## src/rtl/counter_pkg.sv

```systemverilog
// Shared types and helpers for the counter bank.
// Holds the count-direction enum and a clog2 variant that never returns 0,
// so a two-state counter still gets a one-bit count register.
package counter_pkg;

  typedef enum logic {
    DIR_UP   = 1'b0,
    DIR_DOWN = 1'b1
  } dir_e;

  // Width needed to hold 0..n-1, with a floor of one bit.
  function automatic int clog2_min1(input int n);
    return (n <= 2) ? 1 : $clog2(n);
  endfunction

endpackage

```

## src/rtl/counter_channel.sv

```systemverilog
// One modulo-MODULUS counter with terminal-count pulse and sticky wrap flag.
// Priority on each edge is clear > load > en; the bound is always an explicit
// compare, so a non-power-of-two MODULUS wraps correctly.
// Build option: COUNTER_BANK_SATURATE_EN makes the counter hold at the bound
// instead of wrapping; a step attempted past the bound is still a wrap event.
module counter_channel
  import counter_pkg::*;
#(
  parameter int MODULUS = 16,
  parameter int COUNT_W = 4
) (
  input  logic               clock,
  input  logic               reset,
  input  logic               en,
  input  logic               dir,
  input  logic               clear,
  input  logic               load,
  input  logic [COUNT_W-1:0] load_value,
  input  logic               wrapped_clr,
  output logic [COUNT_W-1:0] count,
  output logic               tc,
  output logic               wrapped
);

  localparam logic [COUNT_W-1:0] MAX_VAL = COUNT_W'(MODULUS - 1);

  logic [COUNT_W-1:0] count_reg;
  logic [COUNT_W-1:0] count_next;
  logic               tc_reg;
  logic               tc_next;
  logic               wrapped_reg;
  logic               wrapped_next;
  logic               wrap_event;
  dir_e               dir_sel;

  assign dir_sel = dir_e'(dir);

  // Next-state selection: clear beats load beats enable; detect wrap events.
  always_comb begin
    count_next = count_reg;
    wrap_event = 1'b0;
    if (clear) begin
      count_next = '0;
    end else if (load) begin
      count_next = (load_value > MAX_VAL) ? MAX_VAL : load_value;
    end else if (en) begin
      if (dir_sel == DIR_UP) begin
        if (count_reg == MAX_VAL) begin
          wrap_event = 1'b1;
`ifdef COUNTER_BANK_SATURATE_EN
          count_next = MAX_VAL;
`else
          count_next = '0;
`endif
        end else begin
          count_next = count_reg + 1'b1;
        end
      end else begin
        if (count_reg == '0) begin
          wrap_event = 1'b1;
`ifdef COUNTER_BANK_SATURATE_EN
          count_next = '0;
`else
          count_next = MAX_VAL;
`endif
        end else begin
          count_next = count_reg - 1'b1;
        end
      end
    end
    tc_next = wrap_event;
    // A wrap on the same edge as a flag clear leaves the flag set.
    if (wrap_event) begin
      wrapped_next = 1'b1;
    end else if (wrapped_clr) begin
      wrapped_next = 1'b0;
    end else begin
      wrapped_next = wrapped_reg;
    end
  end

  // State registers; reset clears everything without waiting for a clock.
  always_ff @(posedge clock or posedge reset) begin
    if (reset) begin
      count_reg   <= '0;
      tc_reg      <= 1'b0;
      wrapped_reg <= 1'b0;
    end else begin
      count_reg   <= count_next;
      tc_reg      <= tc_next;
      wrapped_reg <= wrapped_next;
    end
  end

  assign count   = count_reg;
  assign tc      = tc_reg;
  assign wrapped = wrapped_reg;

endmodule

```

## src/rtl/counter_bank.sv

```systemverilog
// Bank of CHANNELS independent modulo-MODULUS counters.
// This level only fans the packed port vectors out to counter_channel
// instances and gathers their outputs back; channels never interact.
// Build option: COUNTER_BANK_SATURATE_EN (see counter_channel) selects
// saturating rather than wrapping counters.
module counter_bank
  import counter_pkg::*;
#(
  parameter int CHANNELS = 4,
  parameter int MODULUS  = 16,
  localparam int COUNT_W = clog2_min1(MODULUS)
) (
  input  logic                             clock,
  input  logic                             reset,
  input  logic [CHANNELS-1:0]              en,
  input  logic [CHANNELS-1:0]              dir,
  input  logic [CHANNELS-1:0]              clear,
  input  logic [CHANNELS-1:0]              load,
  input  logic [CHANNELS-1:0][COUNT_W-1:0] load_value,
  input  logic [CHANNELS-1:0]              wrapped_clr,
  output logic [CHANNELS-1:0][COUNT_W-1:0] count,
  output logic [CHANNELS-1:0]              tc,
  output logic [CHANNELS-1:0]              wrapped
);

  genvar gi;
  generate
    for (gi = 0; gi < CHANNELS; gi++) begin : g_chan
      counter_channel #(
        .MODULUS (MODULUS),
        .COUNT_W (COUNT_W)
      ) u_chan (
        .clock       (clock),
        .reset       (reset),
        .en          (en[gi]),
        .dir         (dir[gi]),
        .clear       (clear[gi]),
        .load        (load[gi]),
        .load_value  (load_value[gi]),
        .wrapped_clr (wrapped_clr[gi]),
        .count       (count[gi]),
        .tc          (tc[gi]),
        .wrapped     (wrapped[gi])
      );
    end
  endgenerate

endmodule

```

## config.mk

```make
export PLATFORM = sky130hd
export DESIGN_NAME = counter_bank
export DESIGN_NICKNAME = d
export VERILOG_FILES = /design/src/rtl/counter_pkg.sv /design/src/rtl/counter_channel.sv /design/src/rtl/counter_bank.sv
export SDC_FILE = /design/constraint.sdc
export NUM_CORES = 1
export LEC_CHECK = 0
export CAP_MARGIN = 20
export CORE_UTILIZATION = 57
export DETAILED_ROUTE_END_ITERATION = 10
export DONT_BUFFER_PORTS = 1
export PLACE_DENSITY = 0.75
export SLEW_MARGIN = 10
export SYNTH_ARGS = -nofsm -noshare
export SYNTH_HDL_FRONTEND = slang
export SYNTH_SLANG_ARGS = --single-unit
```

## constraint.sdc

```tcl
create_clock -name clock -period 1.24 [get_ports clock]
set_input_delay 0.186 -clock clock [delete_from_list [all_inputs] [get_ports clock]]
set_output_delay 0.186 -clock clock [all_outputs]
set_load 0.01 [all_outputs]
```

# == Word level (Yosys, flattened, before mapping) ==
# Index checks and enable logic that the tools add are counted.
# totals
reg_bits,24
out_inout_bits,24
wordCells,100
# classes
addsub,8
order_cmp,4
eq_ne,4
mux,60
n_reduce_logical,12
# op_table
operator,count
2-to-1 mux 4 bit,28
2-to-1 mux 1 bit,32
"adder 4 x 1 -> 4 bit, second input constant",4
"== test 4 bit, second input constant",4
"greater-than comparator 4 bit, second input constant",4
logical NOT 4 bit,4
"subtractor 4 x 1 -> 4 bit, second input constant",4
nonzero test 3 bit,4
nonzero test 2 bit,4

# == Longest topological paths before layout ==
# Gate-level depths: netlist of the first run.
# logic_depth
word_depth,7
ltp_mapped,6
ltp_nobuf,6

# == Hierarchy ==
# From an unflattened synthesis of the first run, not the netlist that was laid out.
# unflattened
cells_unflattened,200
area_unflattened_um2,1806.7
# by_module_without_submodules
module,n_inst,cells_per_inst,area_each_um2,seq_area_each_um2
counter_channel,4,50,451.7,150.1

# == Least setup slack after synthesis of the first run ==
# Ideal clock, no wire load.
# synth_path
kind,register to register
start,register g_chan[0].u_chan.count_reg[0]
end,register g_chan[0].u_chan.count_reg[2]
setup_ps,119
arrival_ps,1327
required_ps,1121
slack_ps,-205
path_stages_with_launch,7
n_path_buf,0
path_cell_list,dfrtp_1 > inv_1 > ha_1 > mux2_1 > nand2_1 > xnor2_1 > o21a_1
# synth_via
elab_chain_cells,6
# synth_rtl
element,line,rtl
from (decl),counter_channel.sv:27,logic [COUNT_W-1:0] count_reg;
from (signal assigned),counter_channel.sv:89,count_reg <= count_next;
"adder 4 x 1 -> 4 bit, or another cell as far along",counter_channel.sv:56,count_next = count_reg + 1'b1;
"2-to-1 mux 4 bit, on equally long branches","counter_channel.sv:48, counter_channel.sv:59",
2-to-1 mux 4 bit *,counter_channel.sv:47,if (dir_sel == DIR_UP) begin
2-to-1 mux 4 bit *,counter_channel.sv:46,end else if (en) begin
2-to-1 mux 4 bit *,counter_channel.sv:44,end else if (load) begin
2-to-1 mux 4 bit *,counter_channel.sv:42,if (clear) begin
# Every way passes the cells marked *; elsewhere a longest branch is shown, timed or not. The select of a mux whose other input is x is not followed.
# A chain may end at the register's enable or synchronous reset.

# == Worst setup path after layout of the first run ==
# layout_path
start,register g_chan[2].u_chan.count_reg[0]
end,register g_chan[2].u_chan.count_reg[1]
# layout_via
elab_chain_cells,6
# layout_rtl
element,line
from (decl),counter_channel.sv:27
from (signal assigned),counter_channel.sv:89
"adder 4 x 1 -> 4 bit, or another cell as far along",counter_channel.sv:56
"2-to-1 mux 4 bit, on equally long branches","counter_channel.sv:48, counter_channel.sv:59"
2-to-1 mux 4 bit *,counter_channel.sv:47
2-to-1 mux 4 bit *,counter_channel.sv:46
2-to-1 mux 4 bit *,counter_channel.sv:44
2-to-1 mux 4 bit *,counter_channel.sv:42
# Marks and branches as above.

==> results of run 1 <==
[timing repair]
action                                 4_1_cts  5_1_grt
endpoints found under the hold margin       38        6
pin swaps                                   16       18
hold buffers                                 7        5
cloned                                       0        0
setup endpoints to repair                   16       26
resized for setup                           13       31
buffers inserted                             3        2
[worst max-delay path by stage]
| stage | depth (start not counted) | slack, ps | end |
|---|---|---|---|
| 2_1_floorplan | 5 | -90 | g_chan[0].u_chan.count[2] |
| 3_3_place_gp | 6 | -60 | g_chan[3].u_chan.count[2] |
| 3_5_place_dp | 6 | -120 | g_chan[3].u_chan.count[2] |
| 4_1_cts | 6 | -110 | g_chan[3].u_chan.count[1] |
| 5_1_grt | 6 | -200 | g_chan[2].u_chan.count[1] |
| 6_report | 6 | -140 | g_chan[2].u_chan.count[1] |
[logic make-up after synthesis]
family / count (synthesis) / share of synthesized area (%)
adders and majority gates: 9 / 6.343
buffers and inverters: 35 / 9.584
and+or+nand+nor: 62 / 19.66
DFF: 24 / 33.83
muxes: 5 / 3.453
AOI/OAI and AO/OA: 63 / 23.19
xor gates and xnor gates: 8 / 3.947
[per-layer routing]
metal,global-route usage [%],vias to the layer above
met2,49.10,79
met3,6.696,8
li1,-,773
met4,5.442,0
met1,30.74,781
met5,0,-
[metrics by stage]
step           hold WS, ps  cells  setup slack, ps  TNS [ps]
3_5_place_dp        -45.05    241           -124.1    -797.7
6_report             11.62    261           -139.9     -1347
4_1_cts             -94.46    255           -108.2     -1059
3_3_place_gp        -44.76    241           -56.21    -330.3
2_1_floorplan        200.1    206           -85.98    -396.8
5_1_grt              8.437    261           -196.2     -2503
[cell usage in the layout, fill, tap and decap left out, types with 3 or more instances in the layout]
cell	instances
o31ai_2	3
a21oi_2	6
dlygate4sd3_1	12
buf_6	9
o21a_1	4
buf_4	14
a211oi_2	4
nor3_2	4
a21oi_1	14
inv_1	10
a21o_1	6
nand2b_1	3
xnor2_1	3
nor2_1	22
clkbuf_4	3
dfrtp_2	12
nand4b_1	5
xnor2_2	5
nor3b_1	4
dfrtp_1	12
o21ai_1	7
o311a_1	3
inv_2	8
nand2_1	4
nand3b_1	3
ha_4	8
[cell type report]
type,count,share of cell area (%)
Inverter,20,3.367
Sequential cell,24,25.88
Tap cell,31,1.631
Clock inverter,1,1.262
Multi-Input combinational cell,147,53.18
Clock buffer,3,0.9469
Timing Repair Buffer,35,13.73
[worst reg2reg max path, delay by kind of cell, from the launching register on]
kind	cells	cell delay (ps)
flip-flops	1	460
adder cells (fa/ha/maj)	1	210
buffers and inverters	1	100
AO/OA/AOI/OAI	2	290
AND/OR/NAND/NOR	1	120
XOR/XNOR	1	130
[power groups by stage]
stage	sequential, mW	clock [mW]	combinational, mW
after global placement	0.936	0	0.483
after floorplan	0.944	0	0.380
after global routing	0.947	0.610	0.721
after CTS	0.928	0.568	0.576
final	0.938	0.571	0.669
after detailed placement	0.940	0	0.506
==> results by group, run 1 <==
Route
  – Met3 wire len: 319 µm
  – Antenna-violating nets left: 0
  – Routed length on met2: 2.451 mm
  – DR DRC count: 5
  – Met1 Wirelength: 1.848 mm
  – Wire length per cell: 17.87 µm
  – Drt total wl: 4.664 mm
  – Initial DRC Count: 175
  – Top Metal Used: met4
  – Vias per inst: 6.287
  – Pre-Repair DR Iteration Count: 7
  – Vias: 1641

Layout
  – Fillcell total: 167
  – Area occupied by multi-input gates: 0.001265 mm²
  – Fin util: 83.38%
  – Area Overhead vs Synth: 33.97%
  – Layout cells sized above 1: 39.57%
  – Max reg flops: 16
  – Final Cell Area: 0.002379 mm²
  – ANT cells: 0
  – FF/Latch Area: 615.6 µm²
  – Net count, final: 278

Power and ir drop
  – LEAKAGE: 1.063 nW
  – Pwr Density: 915.4 mW/mm²
  – Internal power: 1.532 mW
  – Pwr Total: 2.177 mW
  – Worst IR Drop VDD: 0.9116 mV
  – Reg power frac: 43.1%
  – Share of total power in the clock network: 26.2%
  – Sw frac: 29.63%
  – Switching Power: 0.6451 mW
  – Combinational Power Share: 30.7%

Floorplanning
  – I/O pins: 62
  – Rows: 19
  – Core box area: 0.002853 mm²
  – Initial core utilization: 62.24%
  – Die area: 0.003342 mm²
  – Die X: 57.81 µm
  – Die Y: 57.81 µm

Yosys
  – Post-synth top area share: 33.83%
  – Syn. warnings: 0
  – Post-synthesis cell type count: 42
  – Ys async rst share: 100.0%
  – Most common cell in the netlist: dfrtp_1
  – Post-synth EDFFs: 0
  – Primary FF master, synth: dfrtp_1
  – Yosys top cell by area: dfrtp_1
  – Synthesized area: 0.001775 mm²
  – Synth cell count leaders: 24 x dfrtp_1, 22 x nor2_1, 20 x a21oi_1, 19 x inv_1, 9 x ha_1
  – Dominant cells by area after synthesis: dfrtp_1 34%, ha_1 6.3%, a21oi_1 5.6%
  – Syn_area_per_cell: 8.619 µm²
  – Mapped Nets: 253
  – Syn Inst Count: 206
  – Flops & latches, synth: 24
  – Seq/Total Area, Yosys: 33.83%

Critical path
  – Worst Path Arrival: 1630 ps
  – Worst setup SP type: register
  – R2r startpoint: g_chan[2].u_chan.count[0]
  – WP data required: 1490 ps
  – CP Max Fanout: 3
  – Worst Path Class, Setup: reg -> reg
  – RR Endpoint: g_chan[2].u_chan.count[1]
  – Worst setup EP type: register
  – R2R setup slack: -140 ps
  – Worst Path Buf+Inv: 1
  – Register-to-Register Path Depth: 6
  – Crit path max-delay family: flip-flops
  – CP cell instances: inv_2, ha_4, xnor2_2, a211oi_2, a21oi_1, nor2_1
  – Crit-path slowest cell: dfrtp_2
  – Critical path startpoint: g_chan[2].u_chan.count[0]
  – Worst path max stage delay: 460 ps

CTS
  – Root Driver: clkbuf_4
  – Number of buffers created by CTS: 3
  – CTS sink cnt: 24
  – H-tree Lvls: 1
  – CTS tree: yes
  – Deepest clock path buffer count: 2
  – Clock latency on the worst-skew pair: 320 ps
  – Clk slew on worst S/H paths: 140 ps

Outcome
  – Status: finished, violations left
  – Failing checks: design-rule violations, negative setup slack

Global route
  – Vias in the first global route: 1608
  – Initial antenna violation count: 0
  – Grt total ovfl: 0
  – Gr usage total: 26.48%
  – Largest net degree at the start of global routing: 22
  – Global-route wire length before repair: 6.893 mm

Timing
  – Fin worst setup slack: -139.9 ps
  – Minimum clock period: 1380 ps
  – Slew margin rel.: 76.22%
  – Final setup violation count: 20
  – RSZ-0062 raised after global routing: true
  – Pins Over Slew Limit: 0
  – Worst-Margin Slew: 356.8 ps
  – Period utilization: 111.3%
  – Fmax: 724.7 MHz
  – Final hold vios: 0
  – Clk_skew: 2.332 ps

Worst hold path
  – Hold path depth: 2
  – Hold Crit Endpoint: g_chan[0].u_chan.count[1]
  – Tightest Hold Check Type: in -> reg
  – HP Start: load[0]

Placed design
  – Post-DP HPWL: 2.998 mm
  – Routability cong.: 0.8573
  – Port bufs: 0
  – Placed Instance Area: 0.001982 mm²

Flow run
  – Max_cap viols: 0
No activity file was read; power rests on OpenSTA's default activity.
==> run 2: changes to the inputs <==
--- a/config.mk
+++ b/config.mk
@@ -5,7 +5,8 @@
 export SDC_FILE = /design/constraint.sdc
 export NUM_CORES = 1
 export LEC_CHECK = 0
-export CAP_MARGIN = 20
+export ABC_AREA = 1
+export CAP_MARGIN = 15
 export CORE_UTILIZATION = 57
 export DETAILED_ROUTE_END_ITERATION = 10
 export DONT_BUFFER_PORTS = 1
==> results by group, run 2 <==
Global route
  – Initial antenna violation count: 0 (unchanged)
  – Vias in the first global route: 1640 (+2.0%)
  – Largest net degree at the start of global routing: 25 (+14%)
  – Grt total ovfl: 0 (unchanged)
  – Gr usage total: 24.95% (-1.5 points)
  – Global-route wire length before repair: 6.617 mm (-4.0%)

Route
  – DR DRC count: 0 (-5)
  – Pre-Repair DR Iteration Count: 4 (-3)
  – Antenna-violating nets left: 0 (unchanged)
  – Vias per inst: 5.372 (-15%)
  – Vias: 1848 (+13%)
  – Initial DRC Count: 83 (-53%)
  – Drt total wl: 4.484 mm (-3.9%)
  – Wire length per cell: 13.03 µm (-27%)

Critical path
  – Worst Path Class, Setup: reg -> reg
  – Worst setup EP type: register
  – Register-to-Register Path Depth: 10 (+4)
  – Worst Path Arrival: 1530 ps (-100 ps)
  – CP Max Fanout: 3 (unchanged)
  – RR Endpoint: g_chan[0].u_chan.count[3]
  – R2R setup slack: -60 ps (+80 ps)
  – WP data required: 1470 ps (-20 ps)
  – R2r startpoint: g_chan[0].u_chan.count[1]
  – Worst setup SP type: register

Flow run
  – Max_cap viols: 0 (unchanged)

CTS
  – Clk slew on worst S/H paths: 140 ps (about the same)
  – CTS tree: yes
  – CTS sink cnt: 24 (unchanged)
  – Number of buffers created by CTS: 3 (unchanged)
  – Root Driver: clkbuf_4
  – Clock latency on the worst-skew pair: 320 ps (about the same)
  – H-tree Lvls: 1 (unchanged)
  – Deepest clock path buffer count: 2 (unchanged)

Worst hold path
  – Tightest Hold Check Type: in -> reg
  – Hold Crit Endpoint: g_chan[1].u_chan.count[3]
  – HP Start: en[1]
  – Hold path depth: 3 (+1)

Floorplanning
  – Initial core utilization: 59.84% (-2.4 points)
  – Core box area: 0.003053 mm² (+7.0%)
  – Die Y: 58.61 µm (+1.4%)
  – Die area: 0.003435 mm² (+2.8%)
  – Die X: 58.61 µm (+1.4%)
  – Rows: 20 (+1)
  – I/O pins: 62 (unchanged)

Power and ir drop
  – LEAKAGE: 1.169 nW (+10%)
  – Pwr Total: 2.331 mW (+7.0%)
  – Pwr Density: 993.0 mW/mm² (+8.5%)
  – Worst IR Drop VDD: 0.4855 mV (-47%)

Yosys
  – Post-synth top area share: 32.88% (-0.95 points)
  – Flops & latches, synth: 24 (unchanged)
  – Dominant cells by area after synthesis: dfrtp_1 33%, nand2_1 15%, nand3_1 10%
  – Syn_area_per_cell: 6.716 µm² (-22%)
  – Synthesized area: 0.001827 mm² (+2.9%)
  – Syn. warnings: 0 (unchanged)
  – Primary FF master, synth: dfrtp_1
  – Synth cell count leaders: 75 x nand2_1, 37 x nand3_1, 34 x inv_1, 24 x dfrtp_1, 17 x nor2_1
  – Post-synthesis cell type count: 22 (-48%)
  – Ys async rst share: 100.0% (unchanged)
  – Mapped Nets: 319 (+26%)
  – Most common cell in the netlist: nand2_1
  – Post-synth EDFFs: 0 (unchanged)
  – Seq/Total Area, Yosys: 32.88% (-0.95 points)
  – Syn Inst Count: 272 (+32%)
  – Yosys top cell by area: dfrtp_1

Timing
  – Final setup violation count: 6 (-70%)
  – Fin worst setup slack: -61.00 ps (+78.87 ps)
  – Period utilization: 104.9% (-6.4 points)
  – Slew margin rel.: 79.82% (+3.6 points)
  – Final hold vios: 0 (unchanged)
  – Fmax: 768.6 MHz (+6.1%)
  – Worst-Margin Slew: 302.8 ps (-54.00 ps)
  – Pins Over Slew Limit: 0 (unchanged)
  – Minimum clock period: 1301 ps (-78.87 ps)
  – Clk_skew: 9.364 ps (+7.032 ps)
  – RSZ-0062 raised after global routing: true
  – Hold WS: 19.87 ps (+8.252 ps)

Layout
  – Fillcell total: 256 (+53%)
  – Layout cells sized above 1: 34.00% (-5.6 points)
  – Max reg flops: 16 (unchanged)
  – ANT cells: 0 (unchanged)
  – Most frequent cells in the layout: 67 x nand2_1, 32 x nand3_1, 25 x inv_1, 22 x buf_4, 21 x o21ai_1
  – Fin util: 76.89% (-6.5 points)
  – Net count, final: 348 (+25%)
  – Area occupied by multi-input gates: 0.001172 mm² (-7.3%)
  – Most common cell after layout, fill and taps aside: nand2_1
  – Area Overhead vs Synth: 28.49%
  – FF/Latch Area: 614.3 µm² (-0.20%)

Placed design
  – Routability cong.: 0.8569 (about the same)
  – Post-DP HPWL: 3.108 mm (+3.7%)
  – Port bufs: 0 (unchanged)

Outcome
  – Failing checks: negative setup slack
  – Status: finished, violations left
-- run 2: changes by cell type after synthesis, moves of 6 or more --
| cell | before | now |
|---|---|---|
| xnor2_1 | 8 | 1 |
| a21oi_1 | 20 | 7 |
| nand4_1 | 0 | 8 |
| a21o_1 | 6 | 0 |
| inv_2 | 1 | 7 |
| o21ai_0 | 2 | 13 |
| o21ai_1 | 7 | 13 |
| inv_1 | 19 | 34 |
| nand3_1 | 2 | 37 |
| nand2_1 | 6 | 75 |
-- run 2: cells by family after synthesis --
kind of cell             synth area share [%]
AO/OA/AOI/OAI                           11.64
XOR/XNOR                               0.9591
adder cells (fa/ha/maj)                 6.164
buffers and inverters                   12.94
flip-flops                              32.88
AND/OR/NAND/NOR                         35.41
-- run 2: cell type report --
| cell class | instances | area share [%] |
|---|---|---|
| timing repair buffer | 34 | 12.47 |
| multi-input combinational | 196 | 49.95 |
| clock buffer | 3 | 0.9595 |
| clock inverter | 1 | 1.279 |
| tap | 44 | 2.345 |
| inverter | 42 | 6.823 |
| sequential | 24 | 26.17 |
-- run 2: how the worst max path moves through the flow --
stage	startpoint	to	slack, ps	cells past startpoint
2_1_floorplan	g_chan[3].u_chan.count[1]	g_chan[3].u_chan.count[1]	-10	6
3_5_place_dp	g_chan[0].u_chan.count[0]	g_chan[0].u_chan.wrapped	-50	8
5_1_grt	g_chan[3].u_chan.count[1]	g_chan[3].u_chan.count[3]	-170	10
4_1_cts	g_chan[0].u_chan.count[0]	g_chan[0].u_chan.wrapped	-80	8
6_report	g_chan[0].u_chan.count[1]	g_chan[0].u_chan.count[3]	-60	10
3_3_place_gp	g_chan[0].u_chan.count[1]	g_chan[0].u_chan.wrapped	-20	8
-- run 2: critical path: stages (launching register included) --
cell,delay [ps]
dfrtp_1,420
buf_6,130
buf_6,120
nor2_4,100
nand2_1,70
nand2_1,50
nand3_1,70
nand2_1,90
nand2_1,60
nand2_1,60
nand2_1,50
-- run 2: power by group --
group	switching [mW]	total, mW	leakage (nW)	internal [mW]
Sequential	0.0975	0.944	0.303	0.847
Combinational	0.442	0.818	0.838	0.376
Clock	0.241	0.568	0.0279	0.327
-- run 2: stage by stage --
step                TNS, ps  instance area (µm²)  setup WS [ps]  cells
finish               -192.4                 2347         -61.00    344
global route          -1099                 2347         -169.1    344
CTS                  -202.8                 2182         -77.25    343
detailed placement   -138.7                 1994         -54.70    329
global placement     -24.59                 1994         -21.75    329
floorplan            -13.92                 1846         -13.92    272
-- run 2: repair_timing --
action,4_1_cts,5_1_grt
setup endpoints to repair,15,25
gates resized for setup,17,51
hold buffers,5,1
endpoints found under the hold margin,28,1
pin swaps,15,27
buffers inserted,5,0
-- run 2: per-layer routing --
| metal | share of wire (%) | track usage [%] |
|---|---|---|
| met2 | 50 | 42.53 |
| met5 | 0 | 0 |
| met4 | 1.5 | 12.24 |
| met1 | 43 | 31.36 |
| met3 | 4.8 | 3.077 |
